$ cat config.mk
export PLATFORM = sky130hd
export DESIGN_NAME = instruction_fetch
export DESIGN_NICKNAME = d
export VERILOG_FILES = /design/src/rtl/ucisc_pkg.sv /design/src/rtl/fetch_queue.sv /design/src/rtl/instruction_fetch.sv
export SDC_FILE = /design/constraint.sdc
export NUM_CORES = 1
export LEC_CHECK = 0
export CAP_MARGIN = 30
export CORE_UTILIZATION = 45
export CTS_CLUSTER_SIZE = 12
export DETAILED_ROUTE_END_ITERATION = 8
export GPL_ROUTABILITY_DRIVEN = 0
export GPL_TIMING_DRIVEN = 0
export PLACE_DENSITY = 0.67
export SYNTH_ARGS = -nofsm -noshare
export SYNTH_HDL_FRONTEND = slang
export SYNTH_SLANG_ARGS = --single-unit
$ cat constraint.sdc
create_clock -name clock -period 5.9 [get_ports clock]
set_clock_uncertainty 0.1 [all_clocks]
set_input_delay 1.18 -clock clock [delete_from_list [all_inputs] [get_ports clock]]
set_output_delay 1.18 -clock clock [all_outputs]
set_load 0.01 [all_outputs]
$ cat src/rtl/ucisc_pkg.sv
// rtl/ucisc_pkg.sv - shared widths, fetch FSM states and queue entry type for the uCISC front end
package ucisc_pkg;

   localparam int WORD_WIDTH = 16;
   localparam int ADDR_WIDTH = 16;

   typedef enum logic [1:0] {
      FETCH   = 2'd0,
      WAIT    = 2'd1,
      DISCARD = 2'd2
   } fetch_state_t;

   typedef struct packed {
      logic [ADDR_WIDTH-1:0] pc;
      logic [WORD_WIDTH-1:0] word;
   } fetch_entry_t;

   // Sequential fetch address; wraps 16'hFFFF -> 16'h0000 by width truncation.
   function automatic logic [ADDR_WIDTH-1:0] next_pc(input logic [ADDR_WIDTH-1:0] pc);
      return pc + 1'b1;
   endfunction

endpackage

$ cat src/rtl/fetch_queue.sv
// rtl/fetch_queue.sv - prefetch FIFO of {pc, word} entries with flush and occupancy count
module fetch_queue
   import ucisc_pkg::*;
#(
   parameter int DEPTH = 2,
   localparam int PTR_W = $clog2(DEPTH),
   localparam int CNT_W = $clog2(DEPTH + 1)
)(
   input  logic               clock,
   input  logic               reset_n,
   input  logic               flush,
   input  logic               push,
   input  fetch_entry_t       push_data,
   input  logic               pop,
   output fetch_entry_t       head,
   output logic               head_valid,
   output logic [CNT_W-1:0]   count
);

   fetch_entry_t      mem [DEPTH];
   logic [PTR_W-1:0]  wr_ptr;
   logic [PTR_W-1:0]  rd_ptr;
   logic              empty;
   logic              full;
   logic              do_push;
   logic              do_pop;

   assign empty = (count == '0);
   assign full  = (count == CNT_W'(DEPTH));

   // Flush wins over both push and pop; a push into a full queue is only
   // accepted when the head leaves in the same cycle.
   assign do_pop  = pop && !empty && !flush;
   assign do_push = push && !flush && (!full || do_pop);

   // Entry storage needs no reset: the head is masked whenever the queue is empty.
   always_ff @(posedge clock) begin
      if (do_push) begin
         mem[wr_ptr] <= push_data;
      end
   end

   // Pointer and occupancy bookkeeping; pointers wrap naturally since DEPTH is a power of two.
   always_ff @(posedge clock or negedge reset_n) begin
      if (!reset_n) begin
         wr_ptr <= '0;
         rd_ptr <= '0;
         count  <= '0;
      end else if (flush) begin
         wr_ptr <= '0;
         rd_ptr <= '0;
         count  <= '0;
      end else begin
         if (do_push) begin
            wr_ptr <= wr_ptr + 1'b1;
         end
         if (do_pop) begin
            rd_ptr <= rd_ptr + 1'b1;
         end
         case ({do_push, do_pop})
            2'b10:   count <= count + 1'b1;
            2'b01:   count <= count - 1'b1;
            default: count <= count;
         endcase
      end
   end

   assign head_valid = !empty;
   assign head       = empty ? '0 : mem[rd_ptr];

endmodule

$ cat src/rtl/instruction_fetch.sv
// rtl/instruction_fetch.sv - uCISC fetch stage: PC, single-outstanding read FSM, prefetch queue; FETCH_BYPASS_EN adds zero-latency ack-to-decode path
module instruction_fetch
   import ucisc_pkg::*;
#(
   parameter logic [ADDR_WIDTH-1:0] RESET_PC    = 16'h0000,
   parameter int                    QUEUE_DEPTH = 2
)(
   input  logic                  clock,
   input  logic                  reset_n,
   output logic                  mem_read,
   output logic [ADDR_WIDTH-1:0] mem_addr,
   input  logic                  mem_ack,
   input  logic [WORD_WIDTH-1:0] mem_rdata,
   output logic [WORD_WIDTH-1:0] instruction,
   output logic [ADDR_WIDTH-1:0] instruction_pc,
   output logic                  instruction_valid,
   input  logic                  decode_ready,
   input  logic                  redirect,
   input  logic [ADDR_WIDTH-1:0] redirect_pc
);

   localparam int CNT_W = $clog2(QUEUE_DEPTH + 1);

   fetch_state_t          state;
   logic [ADDR_WIDTH-1:0] fetch_pc;

   fetch_entry_t          push_data;
   fetch_entry_t          head;
   logic                  head_valid;
   logic [CNT_W-1:0]      q_count;
   logic                  q_push;
   logic                  q_pop;
   logic                  credit;
   logic                  ack_taken;
   logic                  bypass_take;

   // With no read in flight the only occupancy is what the queue already holds.
   assign credit = (q_count < CNT_W'(QUEUE_DEPTH));

   // A real (non-stale) read completing this cycle on the current path.
   assign ack_taken = (state == WAIT) && mem_ack && !redirect;

`ifdef FETCH_BYPASS_EN
   assign bypass_take = ack_taken && (q_count == '0) && decode_ready;
`else
   assign bypass_take = 1'b0;
`endif

   assign push_data = '{pc: fetch_pc, word: mem_rdata};
   assign q_push    = ack_taken && !bypass_take;
   assign q_pop     = head_valid && decode_ready;

   fetch_queue #(
      .DEPTH (QUEUE_DEPTH)
   ) u_queue (
      .clock      (clock),
      .reset_n    (reset_n),
      .flush      (redirect),
      .push       (q_push),
      .push_data  (push_data),
      .pop        (q_pop),
      .head       (head),
      .head_valid (head_valid),
      .count      (q_count)
   );

`ifdef FETCH_BYPASS_EN
   // Decoder sees the queue head, or the memory word directly when the queue is empty.
   always_comb begin
      instruction       = head.word;
      instruction_pc    = head.pc;
      instruction_valid = head_valid;
      if (bypass_take) begin
         instruction       = mem_rdata;
         instruction_pc    = mem_addr;
         instruction_valid = 1'b1;
      end
   end
`else
   assign instruction       = head.word;
   assign instruction_pc    = head.pc;
   assign instruction_valid = head_valid;
`endif

   // Fetch FSM: issues one read at a time, tracks fetch_pc, and absorbs stale reads after redirects.
   always_ff @(posedge clock or negedge reset_n) begin
      if (!reset_n) begin
         state    <= FETCH;
         fetch_pc <= RESET_PC;
         mem_read <= 1'b0;
         mem_addr <= '0;
      end else begin
         case (state)
            FETCH: begin
               if (redirect) begin
                  // Queue is flushed this cycle, so the new path can start immediately.
                  fetch_pc <= redirect_pc;
                  mem_read <= 1'b1;
                  mem_addr <= redirect_pc;
                  state    <= WAIT;
               end else if (credit) begin
                  mem_read <= 1'b1;
                  mem_addr <= fetch_pc;
                  state    <= WAIT;
               end
            end
            WAIT: begin
               if (redirect) begin
                  fetch_pc <= redirect_pc;
                  if (mem_ack) begin
                     mem_read <= 1'b0;
                     state    <= FETCH;
                  end else begin
                     // Keep the old request on the bus until memory finishes it.
                     state <= DISCARD;
                  end
               end else if (mem_ack) begin
                  fetch_pc <= next_pc(fetch_pc);
                  mem_read <= 1'b0;
                  state    <= FETCH;
               end
            end
            DISCARD: begin
               if (redirect) begin
                  fetch_pc <= redirect_pc;
               end
               if (mem_ack) begin
                  mem_read <= 1'b0;
                  state    <= FETCH;
               end
            end
            default: begin
               mem_read <= 1'b0;
               state    <= FETCH;
            end
         endcase
      end
   end

endmodule

# Word-level counts from Yosys, hierarchy flattened
# Memory sizes are Yosys's and may differ from the RTL's.
# Index checks and enable logic that the tools add are counted.
classes:
  n_addsub: 5
  magnitude_cmp: 1
  n_eq_ne: 9
  n_mux: 25
  reduce_logical: 23
op_table:
  columns: ["operator", "n"]
  rows:
  - ["16-bit 2-to-1 mux", 5]
  - ["32-bit 2-to-1 mux", 1]
  - ["16-bit case mux with 2 select lines", 1]
  - ["16-bit by 1-bit adder with 16-bit output, second input constant", 1]
  - ["2-bit 2-to-1 mux", 6]
  - ["1-bit 2-to-1 mux", 9]
  - ["2-bit nonzero test", 4]
  - ["1-bit logical AND", 7]
  - ["2-bit == test, second input constant", 3]
  - ["3-bit != test, second input constant", 2]
  - ["2-bit case mux with 3 select lines", 1]
  - ["2-bit by 1-bit == test with 1-bit output, second input constant", 2]
  - ["2-bit logical NOT", 2]
  - ["2-bit by 1-bit != test with 1-bit output, second input constant", 2]
  - ["2-bit case mux with 2 select lines", 1]
  - ["2-bit AND reduction", 2]
  - ["2-bit OR reduction", 2]
  - ["1-bit logical NOT", 3]
  - ["3-bit AND reduction", 1]
  - ["3-bit nonzero test", 1]
  - ["1-bit adder, second input constant", 2]
  - ["2-bit by 1-bit adder with 2-bit output, second input constant", 1]
  - ["2-bit < comparator, second input constant", 1]
  - ["1-bit case mux with 2 select lines", 1]
  - ["other kinds (2)", 2]
totals:
  regBits: 39
  ram_bits: 64
  in_bits: 37
  output_inout_bits: 50
  wordCells: 71
  memories: 1
memory_table:
  columns: ["name", "words", "word_bits", "rd", "rd_clocked_by_memory_dff", "write_ports", "line", "source"]
  rows:
  - ["u_queue.mem", 2, 32, 1, 0, 1, "fetch_queue.sv:20", "fetch_entry_t mem [DEPTH];"]

# Longest topological paths before layout
depth:
  ltp_word: 10
  ltp_mapped: 7
  depth_no_buf: 6

# Hierarchy
# From an unflattened synthesis, not the netlist that was laid out.
hier_totals:
  cells_unflattened: 388
  hier_area_um2: 4677.0
by_module_without_submodules:
  columns: ["mod", "instances", "cells_each", "area_per_inst_um2", "seq_area_each_um2"]
  rows:
  - ["fetch_queue", 1, 163, 2665.1, 2021.9]
  - ["instruction_fetch", 1, 225, 2011.9, 875.8]

# Worst setup path before layout
# Ideal clock, no wire load.
synth_path:
  path_type: "input to register"
  start: "input redirect"
  end: "memory u_queue.mem[1][0] in the netlist's numbering (enable)"
  setup_ps: 513
  arrival_time_ps: 4977
  required_ps: 5287
  path_slack_ps: 310
  path_stages: 3
  path_buffers: 2
  cell_sequence: "buf_2 > buf_2 > nor4b_1"
synth_via:
  elab_chain_len: 6
  word_cells_on_any_way: 8
  classes_between: "2 x mux; 6 x reduce/logical"
synth_lines:
  columns: ["element", "line", "source"]
  rows:
  - ["start, declared", "instruction_fetch.sv:18", "input logic redirect,"]
  - ["1-bit logical NOT *", "fetch_queue.sv:33, fetch_queue.sv:34, instruction_fetch.sv:41", null]
  - ["1-bit logical AND (on tied branches)", "instruction_fetch.sv:41, fetch_queue.sv:33", null]
  - ["1-bit logical AND / 1-bit logical OR (equally long branches)", "fetch_queue.sv:34", "assign do_push = push && !flush && (!full || do_pop);"]
  - ["1-bit logical AND *", "fetch_queue.sv:34", null]
  - ["1-bit 2-to-1 mux *", "fetch_queue.sv:38", "if (do_push) begin"]
  - ["1-bit 2-to-1 mux (not written as such) *", "fetch_queue.sv:39", "mem[wr_ptr] <= push_data;"]
  - ["end, declared", "fetch_queue.sv:20", null]
# Every way passes the cells marked *; elsewhere a longest branch is shown, timed or not.

# Worst setup path in the final report
layout_path:
  start: "register u_queue.count[1]"
  end: "output instruction_pc[4]"
layout_via:
  elab_chain_len: 2
layout_lines:
  columns: ["element", "line", "source"]
  rows:
  - ["start, declared", "fetch_queue.sv:17", "output logic [CNT_W-1:0] count"]
  - ["start signal, assigned", "fetch_queue.sv:61", "2'b10: count <= count + 1'b1;"]
  - ["start signal, assigned", "fetch_queue.sv:62", "2'b01: count <= count - 1'b1;"]
  - ["start signal, assigned", "fetch_queue.sv:63", "default: count <= count;"]
  - ["2-bit logical NOT", "fetch_queue.sv:28", "assign empty = (count == '0);"]
  - ["32-bit 2-to-1 mux", "fetch_queue.sv:69", "assign head = empty ? '0 : mem[rd_ptr];"]
  - ["end, declared", "instruction_fetch.sv:15", "output logic [ADDR_WIDTH-1:0] instruction_pc,"]
# No other way between the ends.

==> summary.txt <==
Finish
  – N_diodes: 0
  – Design area: 5989 µm²
  – Final cell count without fillers: 634
  – Layout cell share with drive strength beyond 1: 0.1058
  – Nets: 538
  – Synth-to-layout area growth: 27.31%
  – Util after Layout: 0.6017

Pwr
  – NetSw: 916.8 µW
  – Share of power burned in registers: 0.460
  – Maximum VDD drop: 0.2405 mV
  – Pint: 1553 µW
  – Pwr/cell area: 412.4 nW/µm²
  – Static Leak: 0.002149 µW
  – Comb pwr share: 0.372
  – Sw Ratio: 0.3712
  – Clock power frac: 0.168

Min path
  – Worst Hold Path Cells: 0
  – Hold WC Path Type: reg -> reg

Synthesis
  – Simple-gate share of the synthesized area: 0.1346
  – Complex-gate fraction of the synthesized area: 0.1043
  – Count leader, synth: edfxtp_1
  – Post-Syn Area per Cell: 12.03 µm²
  – Largest family of logic cells by synthesized area: simple AND/OR/NAND/NOR gates
  – Mux contribution to synthesized area: 0.1043
  – Top cell type by total area after synthesis: edfxtp_1
  – Mapped Area: 4705 µm²
  – Post-synthesis xor/xnor area fraction: 0.001862
  – Cells after Synth: 391
  – Post-Synth Adder-Cell Area: 0.01330
  – Top cells by count, synth: 64 x edfxtp_1, 62 x nor2_1, 49 x mux2i_1
  – Synth Flop Type: edfxtp_1
  – Post-synth top area share: 0.4085
  – FFs w/ async S/R, synth: 0.3786
  – Yosys warning count: 0
  – Ranking of synthesized cells by area: edfxtp_1 41%, dfrtp_1 21%, mux2i_1 10%, nor2_1 4.9%, a21oi_1 3.9%
  – Synthesized flop and latch total: 103
  – Register area share after synthesis: 0.6160
  – Post-synth net total: 433
  – EDFF count, synth: 64
  – Synth cell types: 51

GRT
  – Initial antenna violation count: 0
  – GRT Util Overall: 0.1996
  – GR Overflow Total: 0
  – Largest net degree at the start of global routing: 40
  – Vias in the first global route: 3,452
  – First-pass GRT wire length: 17.11 mm

Timing
  – # setup viols final: 0
  – WHS: 0.4055 ns
  – RSZ-0062 raised after global routing: no
  – Setup TNS: 0 ns
  – Post-layout min period: 3.680 ns
  – Final period util: 0.6238
  – Slew headroom: 0.4228
  – Final Hold Fails: 0
  – Worst-Margin Slew: 0.8659 ns
  – Max Fclk: 271.7 MHz
  – Max Slew Vio Count: 0

Floorplanning
  – Die Width: 104.2 µm
  – Core area: 9955 µm²
  – I/O Pins: 87
  – Initial Util: 0.4726
  – Cell Rows: 36
  – Die ar.: 10,870 µm²
  – Die Height: 104.2 µm

Drt
  – Drt wl/cell: 16.26 µm
  – Via Count: 3,423
  – Drt pass-1 iters: 4
  – Initial DRC count: 123
  – Vias/cell: 5.399
  – Routed wire length: 10.31 mm
  – DRT antenna net count: 0
  – Remaining routing DRC violations: 0

Place
  – Placed instance area: 5807 µm²
  – Detailed Place HPWL: 7.317 mm
  – Port bufs: 86
  – Dpl cells: 618

Worst setup path
  – Startpoint types: flop
  – Reg2reg path depth: 7
  – Crit-path most repeated cell: nor2_1
  – Crit path required time: 4.62 ns
  – CP Class: reg -> out
  – Max stage delay on crit path: 0.50 ns
  – Worst path slowest cell: clkdlybuf4s50_1
  – Cells along the critical path: nor2_1 -> clkbuf_1 -> nor2_1 -> clkdlybuf4s50_1
  – Critical path arrival: 2.40 ns
  – Worst setup EP type: primary output
  – Crit path max fanout: 10

CTS
  – Root Driver: clkbuf_8
  – Post-cts repair resize count: 0
  – Hold-fix buffers at CTS: 0
  – Clk buf depth: 2
  – Htree depth: 3
  – Setup Fix Bufs, Post-CTS: 0
  – CTS buffer count: 9
  – Sink Count: 103
  – Worst-path clk slew: 0.10 ns
  – Clk_lat worst skew: 0.37 ns
  – CTS tree: built

Run status
  – Outcome: complete, no violations

Flow run
  – Max cap viols: 0
registers in the layout, summed over array words and instances, names as in the netlist:
name            flops
mem_addr           16
state               2
u_queue.wr_ptr      1
mem_read            1
fetch_pc           16
u_queue.rd_ptr      1
u_queue.count       2
u_queue.mem        64
path summary, 6_finish.rpt:
| kind | start | to | slack, ns |
|---|---|---|---|
| setup reg to reg | state[1] | u_queue.mem[1][23] | 3.17 |
| min in group asynchronous | reset_n | fetch_pc[2] | 0.81 |
| hold reg to reg | fetch_pc[6] | u_queue.mem[0][22] | 0.41 |
| max in group asynchronous | reset_n | mem_addr[12] | 4.34 |
| hold / removal | fetch_pc[6] | u_queue.mem[0][22] | 0.41 |
| setup / recovery | u_queue.count[1] | instruction_pc[4] | 2.22 |
layout make-up:
type / count / area (µm²)
inverters: 8 / 30.03
well taps: 133 / 166.4
clock inverters: 6 / 55.05
plain buffers: 20 / 91.34
clock buffers: 10 / 127.6
repair buffers: 94 / 923.4
multi-input cells: 260 / 1698
flip-flops and latches: 103 / 2898
fillers: 828 / 3965
power groups by stage:
stage          clock network, µW  registers, µW  logic (µW)
6_report                     414           1140         920
5_1_grt                      452           1160        1020
4_1_cts                      426           1130         925
3_5_place_dp                   0           1140         917
3_3_place_gp                   0           1150         891
2_1_floorplan                  0           1130         539
routing by layer:
metal  part of all wire  up-vias  track usage
met4              0.016        0      0.06327
met1               0.47     1633       0.2703
met3              0.048       19      0.03634
met5                  0        -            0
li1                   -     1662            -
met2               0.47      109       0.3262
critical path, delay by kind of cell (launching register included):
kind	cells	cell delay, ns
and+or+nand+nor	2	0.59
DFF	1	0.48
buffers and inverters	2	0.96
kinds of logic (layout without fill, tap and decap cells):
group | after synthesis | count (layout)
buffers and inverters | 28 | 138
adder cells (fa/ha/maj) | 5 | 5
XOR/XNOR | 1 | 1
flip-flops | 103 | 103
AND/OR/NAND/NOR | 127 | 127
AO/OA/AOI/OAI | 78 | 78
multiplexers | 49 | 49
placed cells by master, fill, tap and decap left out, drive strengths merged, types with 3 or more instances in the layout:
cell           Yosys  routed
clkdlybuf4s50      0      85
edfxtp            64      64
nor2              62      62
mux2i             49      49
dfrtp             39      39
a21oi             39      39
buf               13      22
clkbuf             7      17
nand2             15      15
nand3             11      11
inv                8      11
nor3               8       8
o21ai              8       8
nand4              7       7
o22ai              5       5
ha                 5       5
a211oi             4       4
and4               4       4
a2bb2oi            4       4
nor4               4       4
nand2b             3       3
a31oi              3       3
metrics by stage:
stage | worst slack (ns) | power (µW)
after floorplan | 0.3095 | 1668
after global placement | -2.072 | 2036
after detailed placement | 2.019 | 2060
after CTS | 2.164 | 2482
after global routing | 2.012 | 2637
final | 2.220 | 2470
(Power assumes the default switching activity.)
